===== src/rtl/seg_scan_driver.sv =====
// seg_scan_driver: 4-digit common-anode 7-segment scanner.
// Frame-coherent shadow of seg_data, blanking gap per slot.
module seg_scan_driver #(
  parameter int DIGIT_TICKS = 100_000,
  parameter int BLANK_TICKS = 1_000
) (
  input  logic        clk,
  input  logic        reset,
  input  logic        enable,
  input  logic [19:0] seg_data,
  input  logic [3:0]  dp_mask,
  output logic [3:0]  an,
  output logic [6:0]  seg,
  output logic        dp,
  output logic        frame_done
);

  localparam int TW =
    (DIGIT_TICKS > 1) ? $clog2(DIGIT_TICKS) : 1;
  localparam logic [TW-1:0] TICK_LAST =
    TW'(DIGIT_TICKS - 1);
  localparam logic [TW-1:0] TICK_BLANK =
    TW'(BLANK_TICKS);

  typedef enum logic {
    PH_BLANK,
    PH_ON
  } phase_e;

  phase_e        phase_q, phase_d;
  logic [1:0]    idx_q, idx_d;
  logic [TW-1:0] tick_q, tick_d;
  logic [19:0]   shadow_data_q, shadow_data_d;
  logic [3:0]    shadow_dp_q, shadow_dp_d;
  logic [3:0]    an_q, an_d;
  logic [6:0]    seg_q, seg_d;
  logic          dp_q, dp_d;
  logic          frame_done_q, frame_done_d;
  logic [4:0]    code;

  // Character code to active-high gfedcba pattern.
  function automatic logic [6:0] decode(
    input logic [4:0] c
  );
    logic [6:0] s;
    unique case (c)
      5'd0:    s = 7'h3F;
      5'd1:    s = 7'h06;
      5'd2:    s = 7'h5B;
      5'd3:    s = 7'h4F;
      5'd4:    s = 7'h66;
      5'd5:    s = 7'h6D;
      5'd6:    s = 7'h7D;
      5'd7:    s = 7'h07;
      5'd8:    s = 7'h7F;
      5'd9:    s = 7'h6F;
      5'd10:   s = 7'h77;
      5'd11:   s = 7'h39;
      5'd12:   s = 7'h5E;
      5'd13:   s = 7'h79;
      5'd14:   s = 7'h76;
      5'd15:   s = 7'h71;
      5'd16:   s = 7'h38;
      5'd17:   s = 7'h54;
      5'd18:   s = 7'h7C;
      5'd19:   s = 7'h73;
      5'd20:   s = 7'h3E;
      5'd21:   s = 7'h1E;
      5'd22:   s = 7'h6E;
      5'd23:   s = 7'h5C;
      5'd24:   s = 7'h50;
      5'd25:   s = 7'h78;
      5'd26:   s = 7'h40;
      default: s = 7'h00;
    endcase
    return s;
  endfunction

  // Select the shadowed character of the current slot.
  always_comb begin
    unique case (idx_q)
      2'd0:    code = shadow_data_q[4:0];
      2'd1:    code = shadow_data_q[9:5];
      2'd2:    code = shadow_data_q[14:10];
      default: code = shadow_data_q[19:15];
    endcase
  end

  // Scan sequencing, shadow loads and next output values.
  always_comb begin
    idx_d         = idx_q;
    tick_d        = tick_q;
    shadow_data_d = shadow_data_q;
    shadow_dp_d   = shadow_dp_q;
    frame_done_d  = 1'b0;
    an_d          = 4'hF;
    seg_d         = 7'h7F;
    dp_d          = 1'b1;
    if (!enable) begin
      idx_d         = 2'd0;
      tick_d        = '0;
      shadow_data_d = seg_data;
      shadow_dp_d   = dp_mask;
    end else begin
      if (idx_q == 2'd0 && tick_q == '0) begin
        shadow_data_d = seg_data;
        shadow_dp_d   = dp_mask;
      end
      if (tick_q == TICK_LAST) begin
        tick_d       = '0;
        idx_d        = idx_q + 2'd1;
        frame_done_d = (idx_q == 2'd3);
      end else begin
        tick_d = tick_q + TW'(1);
      end
      if (phase_q == PH_ON) begin
        an_d[idx_q] = 1'b0;
        seg_d       = ~decode(code);
        dp_d        = ~shadow_dp_q[idx_q];
      end
    end
    phase_d = (tick_d < TICK_BLANK) ? PH_BLANK : PH_ON;
  end

  // State and registered outputs; reset darkens at once.
  always_ff @(posedge clk or posedge reset) begin
    if (reset) begin
      phase_q       <= PH_BLANK;
      idx_q         <= 2'd0;
      tick_q        <= '0;
      shadow_data_q <= {5{5'd31}};
      shadow_dp_q   <= 4'h0;
      an_q          <= 4'hF;
      seg_q         <= 7'h7F;
      dp_q          <= 1'b1;
      frame_done_q  <= 1'b0;
    end else begin
      phase_q       <= phase_d;
      idx_q         <= idx_d;
      tick_q        <= tick_d;
      shadow_data_q <= shadow_data_d;
      shadow_dp_q   <= shadow_dp_d;
      an_q          <= an_d;
      seg_q         <= seg_d;
      dp_q          <= dp_d;
      frame_done_q  <= frame_done_d;
    end
  end

  assign an         = an_q;
  assign seg        = seg_q;
  assign dp         = dp_q;
  assign frame_done = frame_done_q;

endmodule


===== config.mk =====
export PLATFORM = sky130hd
export DESIGN_NAME = seg_scan_driver
export DESIGN_NICKNAME = d
export VERILOG_FILES = /design/src/rtl/seg_scan_driver.sv
export SDC_FILE = /design/constraint.sdc
export NUM_CORES = 1
export LEC_CHECK = 0
export CORE_MARGIN = 8
export CORE_UTILIZATION = 37
export CTS_CLUSTER_DIAMETER = 100
export DETAILED_ROUTE_END_ITERATION = 10
export GPL_ROUTABILITY_DRIVEN = 0
export GPL_TIMING_DRIVEN = 0
export HOLD_SLACK_MARGIN = 0.05
export PLACE_DENSITY = 0.62
export SLEW_MARGIN = 0
export SYNTH_ARGS = -nofsm -noshare
export SYNTH_HDL_FRONTEND = slang
export SYNTH_SLANG_ARGS = --single-unit

===== constraint.sdc =====
create_clock -name clk -period 5.3 [get_ports clk]
set_input_delay 1.06 -clock clk [delete_from_list [all_inputs] [get_ports clk]]
set_output_delay 1.06 -clock clk [all_outputs]
set_load 0.01 [all_outputs]

---- Yosys cells after proc, flatten, opt, wreduce, memory -nomap -nowiden ----
Memories as Yosys holds them, arrays and structs flattened.
Index checks and enable logic that the tools add are counted.
operators by class
  bitwise gates (word level) .............. 3
  magnitude comparators ................... 3
  reductions and logical operators ........ 4
  mux-type cells .......................... 24
  eq/ne operators ......................... 6
  add/subtract/negate cells ............... 2
operators with widths
  kind                                                                             number
  20-bit 2-to-1 mux                                                                2
  17-bit 2-to-1 mux                                                                2
  7-bit 2-to-1 mux                                                                 4
  17-bit by 1-bit adder with 17-bit output (second input constant)                 1
  17-bit == test (second input constant)                                           1
  17-bit logical NOT                                                               1
  17-bit by 10-bit less-than comparator with 1-bit output (second input constant)  1
  4-bit 2-to-1 mux                                                                 4
  5-bit case mux with 3 select lines                                               1
  1-bit 2-to-1 mux                                                                 7
  7-bit inverter                                                                   1
  2-bit == test (second input constant)                                            2
  2-bit 2-to-1 mux                                                                 2
  2-bit by 1-bit inequality test with 1-bit output (second input constant)         2
  4-bit inverter                                                                   1
  2-bit by 3-bit less-than comparator with 1-bit output (second input constant)    1
  2-bit by 1-bit adder with 2-bit output (second input constant)                   1
  1-bit binary-select mux with 2-bit select                                        1
  1-bit demux with 2-bit select                                                    1
  2-bit by 1-bit == test with 1-bit output (second input constant)                 1
  2-bit by 1-bit >= comparator with 1-bit output (second input constant)           1
  1-bit logical AND                                                                2
  2-bit logical NOT                                                                1
  1-bit inverter                                                                   1
word-level totals
  memory bits (read-only) ................. 224
  flip-flop bits (word level) ............. 57
  word-level logic and storage cells ...... 52
  output and inout port bits .............. 13
  memories kept ........................... 1
memory list
  name             words  bits a word  read ports  clocked after memory_dff  write ports  line  text
  (no name shown)  32     7            1           0                         0            46    unique case (c)

---- Logic depth before layout (Yosys ltp) ----
Gate-level depths: netlist of the first run.
An unclocked memory read counts as a cell.
  word-level depth ........................ 8
  mapped depth ............................ 10
  depth with buffers taken out ............ 10

---- Least setup slack after synthesis of the first run ----
OpenSTA, ideal clock, no wires.
  kind .................................... register -> register
  start ................................... register tick_q[11]
  end ..................................... register phase_q
  cell stages (with the launch flop) ...... 6
  arrival time ............................ 2.194 ns
  setup time .............................. 0.126 ns
  setup slack ............................. 2.980 ns
  cell sequence ........................... dfrtp_1 > or4_1 > or2_1 > or4_4 > and2_0 > a221o_1
between the ends
  word-level cells in the longest chain between the ends .. 5
  elaborated cells on any way between the ends .. 6
  classes of those cells .................. add/sub: 1; order compare: 1; eq/ne: 1; mux: 3
RTL lines
  what                                                                        line      text
  start, declared                                                             32        logic [TW-1:0] tick_q, tick_d;
  start signal, assigned                                                      140       tick_q <= tick_d;
  17-bit by 1-bit adder with 17-bit output or 17-bit == test (tied branches)  114, 109
  17-bit 2-to-1 mux (*)                                                       109       if (tick_q == TICK_LAST) begin
  17-bit 2-to-1 mux (*)                                                       99        if (!enable) begin
  17-bit by 10-bit less-than comparator with 1-bit output (*)                 122       phase_d = (tick_d < TICK_BLANK) ? PH_BLANK : PH_ON;
  1-bit 2-to-1 mux (*)                                                        122
  net phase_d                                                                 30        phase_e phase_q, phase_d;
  end signal, assigned                                                        138       phase_q <= phase_d;
  end, declared                                                               30
Mark *: on every way through the listed nets, which the timed path passes. The rest lies on a longest branch.
A chain may end at the register's enable or synchronous reset.

---- Worst setup path after layout of the first run ----
  start ................................... register idx_q[0]
  end ..................................... register seg_q[5], in the netlist seg[5]
between the ends
  word-level cells in the longest chain between the ends .. 8
  elaborated cells on any way between the ends .. 10
  classes of those cells .................. eq/ne: 2; mux: 5; bitwise: 1; reduce/logical: 1; memory: 1
RTL lines
  what                                    line  text
  start, declared                         31    logic [1:0] idx_q, idx_d;
  start signal, assigned                  139   idx_q <= idx_d;
  2-bit == test (tied with other cells)   81    unique case (idx_q)
  5-bit case mux with 3 select lines (*)  81
  memory read 32 x 7 bit (*)              --
  7-bit 2-to-1 mux (*)                    116   if (phase_q == PH_ON) begin
  7-bit 2-to-1 mux (*)                    99
  7-bit inverter (*)                      118   seg_d = ~decode(code);
  7-bit 2-to-1 mux (*)                    116
  7-bit 2-to-1 mux (*)                    99
  net seg_d[5]                            36    logic [6:0] seg_q, seg_d;
  end signal, assigned                    144   seg_q <= seg_d;
  end, declared                           36
Mark *: on every way through the listed nets, which the timed path passes. The rest lies on a longest branch. The select of a mux whose other input is x is not followed.

==> qor.yml, run 1 <==
worst_setup_path:
  critical_path_class: "reg -> reg"
  worst-path-max-fanout: 7
  cp-start-kind: "flip-flop"
  worstPathRequired_ps: 5530
  worstRegToRegCells: 9
  worstPathArrival_ps: 2900
  cp-end-kind: "flip-flop"
flow_run:
  drv_cap: 0
min_path:
  whs_path_depth: 1
  hold_path_class: "reg -> reg"
power_and_ir_drop:
  power_per_cell_area_nw_per_um2: 273
  p_leak_nw: 1.59
  peakVddDrop_v: 0.000136
  finalPower_mw: 1.04
clocking:
  cts_tree: "yes"
  post_cts_buffers: 0
  clkSlewWorstSetupHoldPaths_ps: 70
  ctsResizeCount: 0
  hold_buffers: 0
  cts_root_buf: "clkbuf_8"
  htreeDepth: 3
  clk_latency_ps: 340
  cts_sinks: 57
  clock_path_buffers: 2
  numCtsBuffers: 9
floorplanning:
  fp.coreArea_um2: 8180
  top_level_ports: 40
  initial_core_util_pct: 37.8
  die_y_um: 107
  die_area_um2: 11500
  num_rows: 33
  die_x_um: 107
drt:
  wire_per_inst_um: 15.1
  vias: 2306
  initialDrtViolationCount: 136
  drc: 0
  ant_nets: 0
  routed_via_density: 5.17
  drt_wl_total_um: 6720
  first_pass_iters: 6
status:
  status: "complete, no violations"
sta:
  finalCritPeriodShare_pct: 50.4
  rsz0062_at_grt: "no"
  setup_ws_ps: 2630
  tightest_slew_ps: 529
  slew_violations: 0
  fin_skew_ps: 9.93
  hold_viol: 0
  tns_ps: 0
  fmax_ghz: 0.374
  min_period_ps: 2670
  maxSlewHeadroom_pct: 64.7
  setup_viol: 0
synth:
  ys.flop_type: "dfstp_2"
  syn_avg_cell_area_um2: 10.8
  synth_edf_count: 0
  synthArstFlopShare_pct: 100
  ys_ff_latch: 57
  yosys-top-cells-area: "dfstp_2 27%, dfrtp_1 20%, mux2_2 8.7%"
  synth_cells: 286
  synth_top_area_cell: "dfstp_2"
  synth.distinct_cells: 52
  synth_top_area_share_pct: 27.2
  synth_seq_area_share_pct: 47.4
  synth.most_common_cell: "dfstp_2"
  yosysWarnings: 0
  syn-cell-area_um2: 3090
  synthTopCellsByCount: "32 x dfstp_2, 25 x dfrtp_1, 24 x mux2_2"
  syn_nets: 327
placement:
  post-place-ws_ps: 2610
  io_buffers: 38
  place_hpwl_um: 4980
final_layout:
  final_nets: 377
  layout-drive-gt1-share_pct: 26.7
  area_growth_pct: 23.7
  antenna_cells: 0
global_route:
  antenna_found_initial: 0
  grt_pass1_vias: 2243
  grt_overflow_total: 0
  grt_max_degree: 38
  grt_usage_pct: 12.6
  grt_pass1_wl_um: 11300
-- final timing paths --
path,from,end,slack (ps)
worst max-delay path,idx_q[0],seg[5],2630
worst min-delay path,phase_q,an[3],470
worst max register to register,idx_q[0],seg[5],2630
worst min register to register,phase_q,an[3],470
max in group asynchronous,reset,shadow_data_q[15],3640
min in group asynchronous,reset,tick_q[12],1040
-- per-layer routing --
layer  up-vias  global-route usage, %  part of all wire, %
li1       1129                      -                    -
met1      1125                   15.6                   46
met2        45                   19.3                   46
met3         7                   4.91                  6.1
met4         0                   5.05                  1.4
met5         -                      0                    0
-- flip-flops by register name, indices dropped and copies added (netlist names) --
signal / flops
idx_q: 2
frame_done: 1
tick_q: 17
shadow_dp_q: 4
dp: 1
seg: 7
shadow_data_q: 20
an: 4
phase_q: 1
-- placed cells by master (no fill, tap or decap), types with 3 or more instances in the layout --
cell	count
dfstp_2	32
o21ai_0	7
mux2_2	24
nand2_1	18
dfrtp_1	25
nor3_1	7
mux2i_1	8
nor4_1	5
a222oi_1	5
inv_1	14
a21oi_1	8
xor2_1	5
buf_2	3
nand3_1	14
clkbuf_1	7
nand4_1	7
clkdlybuf4s50_1	38
ha_1	14
xnor2_1	12
a221oi_1	3
clkbuf_8	9
nor2b_1	3
nor2_1	19
or4_1	3
-- layout make-up --
| class | instances | area [um^2] |
|---|---|---|
| buffer | 15 | 81.3 |
| timing repair buffer | 39 | 400 |
| inverter | 16 | 60.1 |
| clock buffer | 9 | 124 |
| fill | 770 | 4350 |
| clock inverter | 7 | 76.3 |
| multi-input combinational | 198 | 1490 |
| tap | 105 | 131 |
| sequential | 57 | 1470 |
-- critical path, cell delays in order (launching register included) --
cell,delay [ps]
dfrtp_1,470
inv_1,130
ha_1,300
a222oi_1,390
mux2_2,340
inv_1,140
ha_1,260
a21oi_1,190
a21boi_0,200
o221ai_1,140
-- where the power goes --
| group | total (mW) | switching (mW) | internal, mW |
|---|---|---|---|
| registers | 0.485 | 0.0124 | 0.472 |
| clock network | 0.413 | 0.192 | 0.221 |
| logic | 0.144 | 0.0760 | 0.0685 |
| total | 1.04 | 0.281 | 0.762 |
-- stage by stage --
stage | instances | hold WS (ps) | utilization, % | cell area, um^2
after floorplan | 286 | 395 | - | 3090
after global placement | 429 | 468 | 44.1 | 3600
after detailed placement | 430 | 459 | 44.3 | 3620
after CTS | 446 | 483 | 46.8 | 3820
after global routing | 446 | 492 | 46.8 | 3820
final | 446 | 467 | 46.8 | 3820
-- cells by family (layout without fill, tap and decap cells) --
kind of cell	after synthesis	after routing	share of synthesized area (%)
multiplexers	33	33	12.1
buffers and inverters	31	86	4.57
flip-flops	57	57	47.4
XOR/XNOR	17	17	4.81
AO/OA/AOI/OAI	43	43	10.3
AND/OR/NAND/NOR	91	91	15.2
adder cells (fa/ha/maj)	14	14	5.66
No activity file was read; power rests on OpenSTA's default activity.
==> run 2, diff against run 1 <==
==> constraint.sdc (replaced) <==
create_clock -name clk -period 2.46 [get_ports clk]
set_input_delay 0.492 -clock clk [delete_from_list [all_inputs] [get_ports clk]]
set_output_delay 0.492 -clock clk [all_outputs]
set_load 0.01 [all_outputs]
==> qor.yml, run 2 (synthesis results as in run 1) <==
global_route:
  grt_pass1_wl_um: 11600  # +2.3%
  antenna_found_initial: 0  # unchanged
  grt_usage_pct: 12.9  # +0.27 points
  grt_pass1_vias: 2331  # +3.9%
  grt_max_degree: 38  # unchanged
  grt_overflow_total: 0  # unchanged
clocking:
  cts_tree: "yes"
  htreeDepth: 3  # unchanged
  clk_latency_ps: 340  # about the same
  numCtsBuffers: 9  # unchanged
  cts_root_buf: "clkbuf_8"
  hold_buffers: 0  # unchanged
  clkSlewWorstSetupHoldPaths_ps: 70  # about the same
  clock_path_buffers: 2  # unchanged
  cts_sinks: 57  # unchanged
worst_setup_path:
  cp_slowest_cell: "or4_4"
  critPathTopFamily: "simple AND/OR/NAND/NOR gates"
  cpPeakStageDelay_ps: 570  # +100 ps
  cp-start-kind: "flip-flop"
  critical_path_class: "reg -> reg"
  crit_buf_inv: 0  # -2
  worstPathRequired_ps: 2690  # -2840 ps
  worst-path-max-fanout: 4  # -3
  cp-end-kind: "flip-flop"
  worstPathArrival_ps: 2630  # -270 ps
  path_cells: "or4_4 > or2_4 > or4_4 > and2_0 > a221o_1"
  crit_path_frequent_cell: "or4_4"
sta:
  setup_viol: 0  # unchanged
  fmax_ghz: 0.417  # +12%
  holdWs_ps: 403  # -63.9 ps
  slew_violations: 0  # unchanged
  min_period_ps: 2400  # -277 ps
  hold_viol: 0  # unchanged
  fin_skew_ps: 9.47  # -0.455 ps
  finalCritPeriodShare_pct: 97.4  # +47 points
  rsz0062_at_grt: "yes"
  tightest_slew_ps: 546  # +16.3 ps
  maxSlewHeadroom_pct: 63.6  # -1.1 points
drt:
  ant_nets: 0  # unchanged
  vias: 2381  # +3.3%
  initialDrtViolationCount: 111  # -18%
  first_pass_iters: 4  # -2
  drt_wl_total_um: 7050  # +4.9%
  wire_per_inst_um: 15.4  # +2.2%
  routed_via_density: 5.20  # +0.55%
  drc: 0  # unchanged
min_path:
  hold_path_class: "in -> reg"
final_layout:
  post-route-util_pct: 49.1  # +2.3 points
  fill_cells: 767  # -0.39%
  layout-drive-gt1-share_pct: 34.8  # +8.2 points
  antenna_cells: 0  # unchanged
  area_growth_pct: 29.9
  layout_commonest_cell: "clkdlybuf4s50_1"
  largest_register_ffs: 20  # unchanged
  final_nets: 389  # +3.2%
  top_register: "shadow_data_q"
  mostFrequentLayoutCells: "38 x clkdlybuf4s50_1, 32 x dfstp_2, 23 x mux2_2"
floorplanning:
  initial_core_util_pct: 37.8  # unchanged
  die_y_um: 107  # unchanged
  die_x_um: 107  # unchanged
  fp.coreArea_um2: 8180  # unchanged
  top_level_ports: 40  # unchanged
  num_rows: 33  # unchanged
  die_area_um2: 11500  # unchanged
flow_run:
  drv_cap: 0  # unchanged
power_and_ir_drop:
  p_leak_nw: 1.66  # +4.6%
  power_per_cell_area_nw_per_um2: 567  # +110%
  peakVddDrop_v: 0.000279  # +100%
  finalPower_mw: 2.28  # +120%
placement:
  io_buffers: 38  # unchanged
  place_hpwl_um: 4980  # unchanged
status:
  status: "complete, no violations"
## run 2: cell types whose count changed in the layout (fill, tap and decap cells not counted), sizes merged
| cell | change |
|---|---|
| clkinvlp | +1 |
| clkinv | -1 |
| buf | +12 |
## run 2: metrics by stage
stage	cell area [um^2]	TNS [ps]	worst slack, ps	cells
CTS	3910	0	0.983	453
global route	4020	-91.2	-66.5	458
global placement	3600	-12350	-451	429
detailed placement	3620	-1920	-228	430
finish	4020	0	63.4	458
floorplan	3090	0	140	286
## run 2: layout make-up
cell class / count / area [um^2] / share of cell area, %
Timing Repair Buffer: 51 / 490 / 12.2
Sequential cell: 57 / 1470 / 36.6
Buffer: 15 / 83.8 / 2.09
Clock buffer: 9 / 124 / 3.08
Tap cell: 105 / 131 / 3.27
Clock inverter: 7 / 76.3 / 1.90
Inverter: 16 / 66.3 / 1.65
Multi-Input combinational cell: 198 / 1570 / 39.2
## run 2: worst paths after layout
kind,from,endpoint,slack [ps],cells past startpoint
setup / recovery,tick_q[8],phase_q,60,5
min in group asynchronous,reset,tick_q[12],480,2
hold / removal,enable,an[3],400,2
setup reg to reg,tick_q[8],phase_q,60,5
hold reg to reg,phase_q,an[3],460,1
max in group asynchronous,reset,shadow_data_q[15],1370,3
## run 2: worst register-to-register path: cells and delay by family (launching register included)
kind	cells	cell delay, ps
AND/OR/NAND/NOR	4	1570
flip-flops	1	400
AO/OA/AOI/OAI	1	310
## run 2: where the power goes
| part | internal [mW] | leakage (nW) | total (mW) | switching, mW |
|---|---|---|---|---|
| clock | 0.476 | 0.105 | 0.892 | 0.416 |
| sequential | 1.02 | 0.667 | 1.04 | 0.0271 |
| combinational | 0.163 | 0.891 | 0.340 | 0.178 |
## run 2: routing by layer
metal	share of wire (%)	up-vias	wire length, um	GRT usage, %
li1	-	1160	-	-
met1	44	1148	3130	15.7
met5	0	-	0	0
met4	1.6	0	112	5.75
met3	6.5	9	461	5.03
met2	47	64	3340	19.7
## run 2: timing repair
item	in CTS	in global routing
setup buffers	7	5
endpoints found under the setup margin	29	10
gates resized for setup	12	18
cloned	0	0
pin swaps	1	3
